===== src/rtl/serial_add_sched.sv =====
// Bit-serial adder sequencer: round-robin arbitrates two requesters onto one shared
// single-bit fullAdder cell and returns a WIDTH-bit sum plus carry-out, LSB first.

module fullAdder (
    output logic cout,
    output logic s,
    input  logic a,
    input  logic b,
    input  logic cin
);
    assign s    = a ^ b ^ cin;
    assign cout = (a & b) | (cin & (a ^ b));
endmodule

module serial_add_sched #(
    parameter int unsigned WIDTH = 8
) (
    input  logic             clk,
    input  logic             rst,
    input  logic             req0,
    input  logic [WIDTH-1:0] a0,
    input  logic [WIDTH-1:0] b0,
    input  logic             cin0,
    input  logic             req1,
    input  logic [WIDTH-1:0] a1,
    input  logic [WIDTH-1:0] b1,
    input  logic             cin1,
    output logic             gnt0,
    output logic             gnt1,
    output logic             busy,
    output logic [WIDTH-1:0] sum,
    output logic             cout,
    output logic             owner,
    output logic             done
);
    localparam int unsigned CntW = $clog2(WIDTH + 1);

    typedef enum logic [1:0] {StIdle, StAdd, StDone} state_e;

    state_e            state_q;
    logic [WIDTH-1:0]  a_q, b_q, s_q, sum_q;
    logic [CntW-1:0]   cnt_q;
    logic              carry_q, cout_q, owner_q, cap_q, last_q, done_q;
    logic              fa_s, fa_cout;
    logic [WIDTH-1:0]  s_shift;
    logic              idle;

    fullAdder u_fa (
        .cout (fa_cout),
        .s    (fa_s),
        .a    (a_q[0]),
        .b    (b_q[0]),
        .cin  (carry_q)
    );

    // New result bit enters at the MSB so the LSB-first stream lands in place.
    generate
        if (WIDTH == 1) begin : g_w1
            assign s_shift = fa_s;
        end else begin : g_wn
            assign s_shift = {fa_s, s_q[WIDTH-1:1]};
        end
    endgenerate

    // On a tie the requester that was not served last wins.
    assign idle = (state_q == StIdle);
    assign gnt0 = idle && req0 && (!req1 || last_q);
    assign gnt1 = idle && req1 && (!req0 || !last_q);

    always_ff @(posedge clk) begin
        if (rst) begin
            state_q <= StIdle;
            a_q     <= '0;
            b_q     <= '0;
            s_q     <= '0;
            sum_q   <= '0;
            cnt_q   <= '0;
            carry_q <= 1'b0;
            cout_q  <= 1'b0;
            owner_q <= 1'b0;
            cap_q   <= 1'b0;
            last_q  <= 1'b1;
            done_q  <= 1'b0;
        end else begin
            done_q <= 1'b0;
            case (state_q)
                StIdle: begin
                    if (gnt0 || gnt1) begin
                        a_q     <= gnt1 ? a1 : a0;
                        b_q     <= gnt1 ? b1 : b0;
                        carry_q <= gnt1 ? cin1 : cin0;
                        cnt_q   <= '0;
                        last_q  <= gnt1;
                        cap_q   <= gnt1;
                        state_q <= StAdd;
                    end
                end
                StAdd: begin
                    s_q     <= s_shift;
                    a_q     <= a_q >> 1;
                    b_q     <= b_q >> 1;
                    carry_q <= fa_cout;
                    cnt_q   <= cnt_q + CntW'(1);
                    if (cnt_q == CntW'(WIDTH - 1)) begin
                        sum_q   <= s_shift;
                        cout_q  <= fa_cout;
                        owner_q <= cap_q;
                        done_q  <= 1'b1;
                        state_q <= StDone;
                    end
                end
                StDone: begin
                    state_q <= StIdle;
                end
                default: begin
                    state_q <= StIdle;
                end
            endcase
        end
    end

    assign busy  = !idle;
    assign sum   = sum_q;
    assign cout  = cout_q;
    assign owner = owner_q;
    assign done  = done_q;

endmodule


===== config.mk =====
export PLATFORM = sky130hd
export DESIGN_NAME = serial_add_sched
export DESIGN_NICKNAME = d
export VERILOG_FILES = /design/src/rtl/serial_add_sched.sv
export SDC_FILE = /design/constraint.sdc
export NUM_CORES = 1
export LEC_CHECK = 0
export ABC_AREA = 0
export CORE_AREA = 2 2 97 52
export DETAILED_ROUTE_END_ITERATION = 10
export DIE_AREA = 0 0 99 54
export HOLD_SLACK_MARGIN = 0.12
export PLACE_DENSITY = 0.73
export SLEW_MARGIN = 40
export SYNTH_ARGS = -nofsm -noshare
export SYNTH_HDL_FRONTEND = slang
export SYNTH_HIERARCHICAL = 1
export SYNTH_SLANG_ARGS = --single-unit

===== constraint.sdc =====
create_clock -name clk -period 1.34 [get_ports clk]
set_input_delay 0.134 -clock clk [delete_from_list [all_inputs] [get_ports clk]]
set_output_delay 0.134 -clock clk [all_outputs]
set_load 0.02 [all_outputs]

==> results.tsv, run 1 <==
stage	metric	value	unit
status	outcome	finished, final reports clean	
synth	synthesis.nets	236	
cts	clkTransAtPathRegs	0.08	ns
layout	area_growth	53.8	%
synth	synth_compound_gate_area_share	17.2	%
layout	design_area	0.00284	sq mm
sta	fmax	754	MHz
setup_path	critPathTopFamily	simple AND/OR/NAND/NOR gates	
cts	h-tree-depth	2	
setup_path	critPathKind	flip-flop to flip-flop	
power	p_total	2.92	mW
sta	finClkSkew	0.00615	ns
layout	layout-drive-gt1-share	22.8	%
global_route	grt_max_degree	24	
cts	cts_tree	built	
drt	wl_per_cell	14.1	microns
die	core-area	0.00462	sq mm
drt	drt-vias-per-instance	5.02	
placement	io_buffers	51	
drt	via_count	1643	
power	seqPwrFrac	47.8	%
setup_path	crit_buf_inv	1	
drt	wl	4630	microns
layout	num-fill-cells	407	
placement	place_area	0.00258	sq mm
synth	synth_warnings	6	
setup_path	end_kind	flip-flop	
synth	seq_area_frac_synth	46.7	%
synth	synthAdderAreaFrac	1.77	%
cts	clock_latency	0.30	ns
synth	synth-xor-area-share	0	%
power	netSwitchingFraction	24.8	%
die	die_w	99	microns
layout	num_antenna_cells	0	
sta	finalHoldViolations	0	
sta	rsz0062_at_grt	yes	
synth	yosys-mux-area-fraction	14.7	%
sta	fin_crit_sh	99.0	%
global_route	grt_pass1_vias	1502	
placement	hpwlAfterDp	3080	microns
cts	cts_root_buf	clkbuf_8	
global_route	grtUsageTotal	17.4	%
layout	fin_util	61.4	%
sta	worst_pin_slew	0.266	ns
setup_path	cp.arrival	1.56	ns
sta	slew_viol_final	0	
sta	relSlewSlack	81.8	%
job	maxCapViolations	0	
power	p_clk_share	33.4	%
synth	ys_types	30	
layout	final_common_cell	dfxtp_1	
drt	drtIter0Drc	31	
synth	ys_ff_latch	43	
setup_path	critPathRequiredTime	1.57	ns
drt	drc_errors	0	
sta	setup_viol	0	
synth	yosys.area.top_type	dfxtp_1	
setup_path	cp_max_fo	4	
power	leakagePower	1.13	nW
worst_hold_path	hold_path_class	input pin to flip-flop	
global_route	grt-ovfl-total	0	
synth	synth_area_per_cell	9.40	sq um
cts	postCtsHoldBufs	0	
layout	layout_common_cells	dfxtp_1 (39), clkdlybuf4s50_1 (35), mux2i_1 (26)	
setup_path	slowest_delay	0.37	ns
setup_path	worstPathCellList	buf_6, nor2b_4, nand4_1, or2_2, a21oi_1	
drt	detail-route-antenna-nets	0	
drt	first_pass_iters	4	
cts	clk_path_buf_depth	2	
cts	clock-sinks	43	
die	fp-row-count	18	
synth	synthSimpleGateAreaFrac	15.0	%
die	boundaryPins	52	
power	p_int	2.20	mW
power	p_per_area	1030	mW/mm^2
die	dieArea	0.00535	sq mm
synth	synth_top_area_share	46.7	%
die	start_util	39.9	%
placement	gp_congestion	0.831	
sta	min_period	1.33	ns
power	peakVddDrop	0.000452	V
power	power_frac_comb	18.7	%
global_route	antenna_found_initial	0	
sta	fin_hold_ws	0.259	ns
layout	layout.nets	307	
synth	netlist_area	0.00184	sq mm
setup_path	start_kind	flip-flop	
setup_path	critPathSlowestCell	dfxtp_4	
power	p_switching	0.723	mW
die	die_y	54	microns
global_route	grt_pass1_wl	7200	microns
cts	cts_made_buffers	5	
synth	synthCells	196	
synth	synth_top_family_by_area	compound AO/OA/AOI/OAI gates	
synth	ys_top_cells_by_area	dfxtp_1 (47%), mux2i_1 (15%), a22oi_1 (5.3%), nor2_1 (4.7%), o22ai_1 (4.4%)	
## synthesized netlist by cell type (all sizes together)
| library cell | instances |
|---|---|
| a22oi | 13 |
| or2 | 2 |
| fa | 1 |
| buf | 9 |
| nand2b | 2 |
| mux2i | 27 |
| and2 | 1 |
| nand2 | 19 |
| inv | 2 |
| dfxtp | 43 |
| a21oi | 14 |
| ha | 1 |
| a21boi | 1 |
| nand3b | 2 |
| nand4 | 1 |
| nor2b | 1 |
| nor2 | 24 |
| o22ai | 13 |
| nand3 | 2 |
| nor3 | 5 |
| a31oi | 1 |
| a2111oi | 3 |
| clkbuf | 6 |
| o21ai | 3 |
## sequential cells by signal, indices dropped and copies added, names as in the netlist
| name | cells |
|---|---|
| a_q | 8 |
| b_q | 8 |
| cap_q | 1 |
| carry_q | 1 |
| cnt_q | 4 |
| cout | 1 |
| done | 1 |
| last_q | 1 |
| owner | 1 |
| s_q | 7 |
| state_q | 2 |
| sum | 8 |
## final timing paths
kind,start,endpoint,slack [ns],cells after the start
hold / removal,req1,last_q,0.26,4
hold reg to reg,s_q[1],s_q[1],0.47,2
setup / recovery,state_q[0],cnt_q[3],0.01,5
setup reg to reg,state_q[0],cnt_q[3],0.01,5
## tightest hold or removal path, stage by stage
cell and delay (ns):
dlymetal6s2s_1 0.11, buf_4 0.16, a31oi_1 0.08, nand2_1 0.05
## metrics by stage
stage,setup TNS [ns],cells,setup slack (ns)
floorplan,0,196,0.0205
global placement,-5.21,316,-0.303
detailed placement,-6.06,316,-0.338
CTS,0,326,0.0202
global route,-0.106,327,-0.0259
finish,0,327,0.0139
## cell families after synthesis
logic type	count (synthesis)
AO/OA/AOI/OAI	48
adder cells (fa/ha/maj)	2
buffers and inverters	17
flip-flops	43
multiplexers	27
AND/OR/NAND/NOR	59
## timing repair
action,in CTS,in global routing
endpoints found under the setup margin,42,24
pin swaps,3,3
setup buffers,2,0
resized for setup,30,26
cloned,1,1
## per-layer routing
layer	track usage (%)	up-vias	share of wire (%)
met4	6.16	0	0.71
met3	4.55	5	7.2
met5	0	-	0
met1	24.9	740	51
li1	-	845	-
met2	25.3	53	41
## final cells by class
cell class | instances | area (sq um) | area share (%)
clock inverters | 1 | 30.0 | 1.06
flip-flops and latches | 43 | 868 | 30.6
inverters | 2 | 7.51 | 0.265
multi-input cells | 137 | 1020 | 35.8
well taps | 60 | 75.1 | 2.65
clock buffers | 6 | 72.6 | 2.56
repair buffers | 78 | 766 | 27.0
## power by group through the flow
stage               clock network, mW  registers [mW]  logic, mW
global route                     1.04            1.40      0.595
floorplan                           0            1.40      0.248
global placement                    0            1.41      0.478
CTS                             0.985            1.39      0.497
finish                          0.976            1.40      0.547
detailed placement                  0            1.41      0.485
Power figures use the tool's default switching activity.
==> inputs of run 2 (changes only) <==
PLACE_DENSITY = 0.75   (was 0.73)
SYNTH_HIERARCHICAL = unset   (was 1)
==> run 2 against run 1 <==
Compared with the run above:
- register-to-register slack lost 0.02 ns
- clock skew grew 0.0036 ns
- highest routed layer unchanged
- die area is the same
- the flow now finishes with violations (negative setup slack)
- utilization grew 0.43 points
- combinational power grew 13%
- cell area grew 0.71%
- sequential cell count is the same
- clock power shrank 19%
==> results.tsv, run 2 <==
stage	metric	value	unit	change
status	outcome	finished with violations		
status	violations	negative setup slack		
sta	min_period	1.35	ns	+0.0230 ns
cts	clock-sinks	43		unchanged
worst_hold_path	worstHoldStart	b_q[3]		
synth	ys_top_cells_by_area	dfxtp_1 (45%), a41o_1 (7.9%), o2bb2ai_1 (7.9%), a21oi_1 (7.4%), mux2i_1 (6.3%)		
drt	drt-vias-per-instance	5.35		+6.6%
power	p_per_area	983	mW/mm^2	-4.5%
layout	layout_common_cells	dfxtp_1 (39), clkdlybuf4s50_1 (35), nand2_1 (20)		
layout	layout-drive-gt1-share	23.6	%	+0.70 points
cts	clock_latency	0.29	ns	about the same
global_route	grt_pass1_vias	1677		+12%
die	start_util	41.0	%	+1.1 points
cts	cts_made_buffers	5		unchanged
sta	fin_crit_sh	101	%	+1.7 points
sta	finalSetupTns	-0.0139	ns	-0.0139 ns
synth	synthesis.nets	246		+4.2%
die	fp-row-count	18		unchanged
setup_path	reg2reg_slack	-0.009	ns	-0.02 ns
placement	io_buffers	51		unchanged
setup_path	critPathKind	flip-flop to flip-flop		
cts	cts_root_buf	clkbuf_8		
setup_path	worstPathCellList	ha_4, nand3b_1, nor2_4, buf_12, mux2i_2, nor2_1		
synth	async_reset_ff_share	0	%	unchanged
sta	worst_pin_slew	0.370	ns	+0.103 ns
sta	finalHoldViolations	0		unchanged
global_route	grtUsageTotal	20.0	%	+2.6 points
worst_hold_path	holdPathEnd	b_q[3]		
global_route	grt-ovfl-total	0		unchanged
synth	netlist_area	0.00189	sq mm	+2.7%
placement	hpwlAfterDp	3660	microns	+19%
setup_path	crit_buf_inv	1		unchanged
power	peakVddDrop	0.000400	V	-12%
worst_hold_path	hold_path_class	flip-flop to flip-flop		
global_route	grt.met2_usage	31.3	%	+6.0 points
die	boundaryPins	52		unchanged
synth	synth-main-ff-cell	dfxtp_1		
synth	yosys.area.top_type	dfxtp_1		
setup_path	critPathSlowestCell	dfxtp_4		
power	p_total	2.81	mW	-3.8%
placement	place_ws	-0.534	ns	-0.196 ns
placement	dp_cells	320		+1.3%
drt	via_count	1799		+9.5%
setup_path	crit_path_start	cnt_q[0]		
global_route	grt_pass1_wl	8270	microns	+15%
global_route	use_met3	5.06	%	+0.52 points
global_route	grt_max_degree	29		+21%
setup_path	r2r_start	cnt_q[0]		
die	die_w	99	microns	unchanged
setup_path	cp.arrival	1.53	ns	-0.03 ns
sta	finClkSkew	0.00980	ns	+0.00364 ns
synth	synthCells	206		+5.1%
sta	fmax	741	MHz	-1.7%
sta	fin_hold_ws	0.464	ns	+0.205 ns
drt	drc_errors	0		unchanged
drt	wl	5210	microns	+13%
setup_path	slowest_delay	0.38	ns	about the same
cts	clkTransAtPathRegs	0.08	ns	about the same
synth	synth_area_per_cell	9.19	sq um	-2.3%
sta	setup_viol	2		+2
setup_path	timing.reg2reg.worst_path_depth	6		+1
setup_path	critPathTopFamily	flip-flops		
placement	gp_congestion	0.851		+2.4%
drt	first_pass_iters	4		unchanged
layout	final_common_cell	dfxtp_1		
setup_path	start_kind	flip-flop		
cts	clk_path_buf_depth	2		unchanged
power	leakagePower	1.17	nW	+4.2%
cts	cts_tree	built		
synth	synth.top_cells.by_count	dfxtp_1 (43), a21oi_1 (28), nand2_1 (21)		
layout	num-fill-cells	396		-2.7%
die	die_y	54	microns	unchanged
synth	synth_top_area_share	45.5	%	-1.2 points
layout	num_antenna_cells	0		unchanged
layout	area_growth	50.8	%	
drt	detail-route-antenna-nets	0		unchanged
sta	rsz0062_at_grt	yes		
layout	design_area	0.00286	sq mm	+0.71%
sta	slew_viol_final	0		unchanged
setup_path	end_kind	flip-flop		
drt	drtIter0Drc	65		+110%
synth	seq_area_frac_synth	45.5	%	-1.2 points
layout	fin_util	61.8	%	+0.43 points
synth	ys_types	27		-10%
placement	place_area	0.00260	sq mm	+0.73%
sta	relSlewSlack	75.3	%	-6.4 points
global_route	grt-busiest-layer	met2		
synth	synth_warnings	0		-6
layout	final_cells	336		+2.8%
synth	ys_ff_latch	43		unchanged
setup_path	cp_max_fo	10		+6
synth	synth_edf_count	0		unchanged
job	maxCapViolations	0		unchanged
drt	wl_per_cell	15.5	microns	+9.6%
global_route	grt_use_met1	27.9	%	+2.9 points
die	dieArea	0.00535	sq mm	unchanged
cts	h-tree-depth	2		unchanged
global_route	antenna_found_initial	0		unchanged
sta	fin_ws	-0.00916	ns	-0.0230 ns
layout	layout.nets	315		+2.6%
worst_hold_path	holdPathStages	1		-3
setup_path	critPathRequiredTime	1.53	ns	-0.04 ns
synth	yosysMostFrequentCell	dfxtp_1		
setup_path	reg2reg_to	sum[3]		
die	core-area	0.00462	sq mm	unchanged
run 2: cells by family after synthesis:
family	synth area share (%)
flip-flops	45.5
AND/OR/NAND/NOR	12.7
buffers and inverters	4.76
adder cells (fa/ha/maj)	1.72
AO/OA/AOI/OAI	29.0
multiplexers	6.35
run 2: cell type report:
class | instances | area (sq um) | share of cell area, %
clock buffer | 7 | 76.3 | 2.67
tap | 60 | 75.1 | 2.63
sequential | 43 | 871 | 30.5
timing repair buffer | 78 | 766 | 26.8
clock inverter | 1 | 5.00 | 0.175
multi-input combinational | 143 | 1050 | 36.7
inverter | 4 | 15.0 | 0.526
run 2: worst max path at each step:
| stage | to | cells past startpoint | slack, ns |
|---|---|---|---|
| 3_5_place_dp | b_q[2] | 5 | -0.53 |
| 3_3_place_gp | b_q[4] | 5 | -0.45 |
| 5_1_grt | sum[3] | 6 | -0.10 |
| 4_1_cts | done | 1 | 0.0004 |
| 6_report | sum[3] | 6 | -0.009 |
| 2_1_floorplan | gnt0 | 4 | 0.008 |
run 2: report_power, final:
| part | internal [mW] | total [mW] | switching [mW] |
|---|---|---|---|
| combinational | 0.322 | 0.616 | 0.294 |
| clock | 0.366 | 0.789 | 0.423 |
| sequential | 1.35 | 1.40 | 0.0500 |
| total | 2.04 | 2.81 | 0.767 |
run 2: worst register-to-register path: stages, from the launching register on:
cell and delay, ns:
dfxtp_4 0.38, ha_4 0.14, nand3b_1 0.16, nor2_4 0.15, buf_12 0.15, mux2i_2 0.21, nor2_1 0.06
run 2: routing by layer:
layer  up-vias  wire [microns]
met1       839            2510
li1        898               -
met4         0              42
met3         5             388
met5         -               0
met2        57            2270
run 2: timing repair:
item	4_1_cts	5_1_grt
setup endpoints to repair	42	32
buffers inserted	5	2
hold buffers	0	0
resized for setup	37	22
pin swaps	4	7
gates cloned	0	1
